===== src/rtl/note_sequencer.sv =====
// Song sequencer: walks the song ROM, holds each note for its beat count,
// inserts a one-beat rest between notes and flags completion to the judge.
module note_sequencer #(
   parameter int ADDR_W   = 7,
   parameter int NOTE_W   = 6,
   parameter int BEAT_DIV = 48
) (
   input  logic              clk,
   input  logic              reset,
   input  logic              play,
   input  logic              song_done,
   output logic [ADDR_W-1:0] rom_addr,
   input  logic [NOTE_W-1:0] rom_note,
   input  logic [5:0]        rom_duration,
   output logic [NOTE_W-1:0] note,
   output logic [5:0]        duration,
   output logic              co
);

   localparam int PW = (BEAT_DIV > 1) ? $clog2(BEAT_DIV) : 1;
   localparam logic [PW-1:0] PS_LAST = PW'(BEAT_DIV - 1);
   localparam logic [ADDR_W-1:0] ADDR_LAST = '1;

   typedef enum logic [2:0] {
      IDLE,
      FETCH,
      LOAD,
      PLAY,
      GAP,
      DONE
   } state_t;

   state_t         state;
   logic [PW-1:0]  prescaler;
   logic [5:0]     beat_cnt;
   logic           tick;

   assign tick = (prescaler == PS_LAST);

   always_ff @(posedge clk) begin
      if (reset) begin
         state     <= IDLE;
         rom_addr  <= '0;
         note      <= '0;
         duration  <= '0;
         co        <= 1'b0;
         prescaler <= '0;
         beat_cnt  <= '0;
      end else begin
         unique case (state)
            IDLE: begin
               if (play)
                  state <= FETCH;
            end
            FETCH: begin
               state <= LOAD;
            end
            LOAD: begin
               duration <= rom_duration;
               if (rom_duration == 6'd0) begin
                  note  <= '0;
                  state <= DONE;
               end else begin
                  note      <= rom_note;
                  beat_cnt  <= rom_duration;
                  prescaler <= '0;
                  state     <= PLAY;
               end
            end
            PLAY: begin
               // pause freezes the beat clock, so a deferred tick is never lost
               if (play) begin
                  if (tick) begin
                     prescaler <= '0;
                     beat_cnt  <= beat_cnt - 6'd1;
                     if (beat_cnt == 6'd1) begin
                        note  <= '0;
                        state <= GAP;
                     end
                  end else begin
                     prescaler <= prescaler + 1'b1;
                  end
               end
            end
            GAP: begin
               if (play) begin
                  if (tick) begin
                     prescaler <= '0;
                     if (rom_addr == ADDR_LAST) begin
                        co    <= 1'b1;
                        state <= DONE;
                     end else begin
                        rom_addr <= rom_addr + 1'b1;
                        state    <= FETCH;
                     end
                  end else begin
                     prescaler <= prescaler + 1'b1;
                  end
               end
            end
            DONE: begin
               note <= '0;
               if (song_done && !play) begin
                  state    <= IDLE;
                  rom_addr <= '0;
                  co       <= 1'b0;
                  duration <= '0;
               end
            end
            default: begin
               state <= IDLE;
            end
         endcase
      end
   end

endmodule

===== config.mk =====
export PLATFORM = sky130hd
export DESIGN_NAME = note_sequencer
export DESIGN_NICKNAME = d
export VERILOG_FILES = /design/src/rtl/note_sequencer.sv
export SDC_FILE = /design/constraint.sdc
export NUM_CORES = 1
export LEC_CHECK = 0
export ABC_AREA = 1
export CAP_MARGIN = 20
export CORE_MARGIN = 3
export CORE_UTILIZATION = 43
export CTS_BUF_LIST = sky130_fd_sc_hd__clkbuf_8
export CTS_CLUSTER_SIZE = 8
export DETAILED_ROUTE_END_ITERATION = 10
export PLACE_DENSITY = 0.67
export SLEW_MARGIN = 0
export SYNTH_ARGS = -nofsm -noshare
export SYNTH_HDL_FRONTEND = slang
export SYNTH_SLANG_ARGS = --single-unit

===== constraint.sdc =====
create_clock -name clk -period 3.85 [get_ports clk]
set_input_delay 0.77 -clock clk [delete_from_list [all_inputs] [get_ports clk]]
set_output_delay 0.77 -clock clk [all_outputs]
set_load 0.02 [all_outputs]

==> reports/metrics.json <==
{
  "outcome": "complete, no violations",
  "place.port_buffers": 35,
  "synth_top_cell_area_share_pct": 34.8,
  "hold_violations": 0,
  "post_synth_fa_ha_maj_area_fraction_pct": 2.48,
  "drc": 0,
  "clk_transition_reported_paths_ps": 70,
  "syn-instance-count": 312,
  "min_period_over_period_pct": 55.9,
  "worstSetupEndpoint": "rom_addr[4]",
  "cts_made_buffers": 5,
  "synthesis.yosys.warnings": 0,
  "cells_along_the_critical_path": "clkdlybuf4s50_1",
  "postCtsSetupBuffers": 0,
  "antenna_violations_before_repair": 0,
  "fp.dieArea_um2": 5550,
  "cts_num_sinks": 35,
  "post_synth_num_cell_types": 30,
  "design.portCount": 36,
  "xor_xnor_share_of_the_synthesized_area_pct": 1.30,
  "drtAntennaViolNets": 0,
  "grt.total_usage_pct": 18.2,
  "min_period_ps": 2150,
  "gp_congestion": 0.972,
  "dominantRegCellSynth": "dfxtp_1",
  "fin_tns_setup_ps": 0,
  "rows": 24,
  "combinational_family_with_the_most_area_after_synthesis": "simple AND/OR/NAND/NOR gates",
  "grt_overflow_total": 0,
  "nets": 370,
  "end_kind": "output port",
  "arrival_ps": 1380,
  "worst_setup_sp_type": "register",
  "hold_path.class": "reg -> reg",
  "path_max_fanout": 6,
  "ff2ff_setup_slack_ps": 2010,
  "num_antenna_cells": 0,
  "synth-edff-count": 0,
  "rr_worst_depth": 7,
  "kind_of_critical_path": "reg -> out",
  "die-height_um": 74.5,
  "grt_first_pass_wirelength_mm": 7.92,
  "share_of_layout_cells_above_drive_strength_1_pct": 9.40,
  "worstSetupPathDepth": 1,
  "crit_start": "rom_addr[4]",
  "timing.clock.skew_ps": 4.71,
  "clock_tree_from_tritoncts": "built",
  "total_power_mw": 1.53,
  "cts_root_buf": "clkbuf_8",
  "ys_ff_latch": 35,
  "core_um2": 4440,
  "pwr_density_cell_nw_per_um2": 616,
  "firstDrtPassIters": 4,
  "viasPerCell": 4.90,
  "fin_area_um2": 2480,
  "worst_path_largest_cell_delay_ps": 660,
  "synth-compound-area-share_pct": 10.2,
  "cts_max_path_buffers": 2,
  "synthesis.nets": 332,
  "synth_sequential_area_ratio_pct": 34.8,
  "ys_async_sr_fraction_pct": 0,
  "post_synth_mux_area_share_pct": 0,
  "hpwlAfterDp_mm": 3.39,
  "worst_slew_pin_slew_ps": 523,
  "irDropWorstVdd_uv": 279,
  "max-cap-violations": 0,
  "hold_ws_ps": 456,
  "achievable-frequency_mhz": 465,
  "drv_slew": 0,
  "crit_slowest_cell": "clkdlybuf4s50_1",
  "regToRegEndpoint": "beat_cnt[3]",
  "fillers": 418,
  "grt_start_max_net_pins": 20,
  "rsz0062_at_grt": "no",
  "drt_iter0_drc": 95,
  "cts-hold-fix-buffers": 0,
  "path_buf_inv": 1,
  "drt_wl_total_mm": 4.55,
  "die-width_um": 74.5,
  "synth.cell_area_um2": 2020,
  "flow.area_growth_from_synthesis_pct": 23.1,
  "yosys.area_share.simple_pct": 41.6,
  "worst_hold_startpoint": "co",
  "required_time_worst_endpoint_ps": 3080,
  "cts.repair.resized": 0,
  "r2r-start": "state[1]",
  "routed_via_count": 1975,
  "post_synth.cell_area_avg_um2": 6.46,
  "static-leakage-power_nw": 1.09,
  "number_of_h_tree_levels": 2,
  "dpl-instance-area_um2": 2400,
  "worstSkewPairLatency_ps": 290,
  "synthTopCellsByArea": "dfxtp_1 35%, nand2_1 15%, nor2_1 9.1%, nand3_1 8.2%, inv_1 6.0%",
  "report.final.setup_viol": 0,
  "timing.max_slew.rel_slack_pct": 64.9,
  "start_util_pct": 45.4,
  "first_global_vias": 1771,
  "netlist.top_cell.by_area": "dfxtp_1",
  "critical_path_s_top_delay_family": "buffers and inverters",
  "avgRoutedWirePerCell_um": 11.3
}
[placed cells by master, fill, tap and decap left out, types with 2 or more instances in the layout]
master,count
o21ai_1,2
nor3b_1,2
nand3_1,33
o21ai_0,13
nor2_2,4
nand2_2,5
nand2_1,80
clkdlybuf4s50_1,35
ha_1,4
nor3_1,3
nand3_4,2
nor2_4,2
inv_4,2
inv_2,5
nand3_2,2
a21oi_1,21
xnor2_1,2
nand4_1,2
inv_1,34
dfxtp_1,35
nor2_1,49
clkbuf_8,5
a21oi_2,2
[area by class of cell]
| class | count | area (um2) | area share (%) |
|---|---|---|---|
| clock inverters | 3 | 12.5 | 0.504 |
| clock buffers | 5 | 68.8 | 2.77 |
| inverters | 40 | 155 | 6.25 |
| multi-input cells | 232 | 1120 | 45.2 |
| repair buffers | 36 | 358 | 14.4 |
| well taps | 52 | 65.1 | 2.62 |
| flip-flops and latches | 35 | 701 | 28.2 |
[state kept, by name (all words and copies together) (netlist names)]
register	flops
prescaler	6
note	6
beat_cnt	6
state	3
duration	6
co	1
rom_addr	7
[cells in the mapped netlist, types with 3 or more instances]
cell     count
nor2_2       4
a21oi_1     21
dfxtp_1     35
o21ai_0     13
nand3_1     33
nand2_1     80
inv_1       32
nor2_1      49
inv_2        5
ha_1         4
nand2_2      5
nor3_1       3
[through the flow]
step,setup WS [ps],util (%),std cells
5_1_grt,1630,55.8,403
2_1_floorplan,2240,-,312
3_5_place_dp,1410,54.0,395
6_report,1700,55.8,403
3_3_place_gp,1440,54.0,395
4_1_cts,1680,55.8,403
[metal layers]
layer / part of all wire, % / up-vias / global-route usage, %
met2: 44 / 31 / 28.1
li1: - / 1066 / -
met4: 1.7 / 0 / 7.11
met5: 0 / - / 0
met1: 50 / 869 / 24.5
met3: 4.0 / 9 / 4.32
[worst min-delay path by stage]
stage              endpoint  slack [ps]  cells past startpoint
2_1_floorplan  prescaler[5]         450                      2
3_3_place_gp             co         450                      2
3_5_place_dp             co         440                      2
4_1_cts                  co         460                      2
5_1_grt                  co         490                      2
6_report                 co         460                      2
[cells by family after synthesis]
| group | after synthesis |
|---|---|
| AOI/OAI and AO/OA | 39 |
| xor gates and xnor gates | 3 |
| adders and majority gates | 4 |
| buffers and inverters | 45 |
| DFF | 35 |
| and+or+nand+nor | 186 |
[where the power goes]
group | switching, mW | total [mW] | internal (mW)
registers | 0.0819 | 0.538 | 0.456
clock network | 0.126 | 0.248 | 0.121
logic | 0.456 | 0.743 | 0.287
Power figures use the tool's default switching activity.
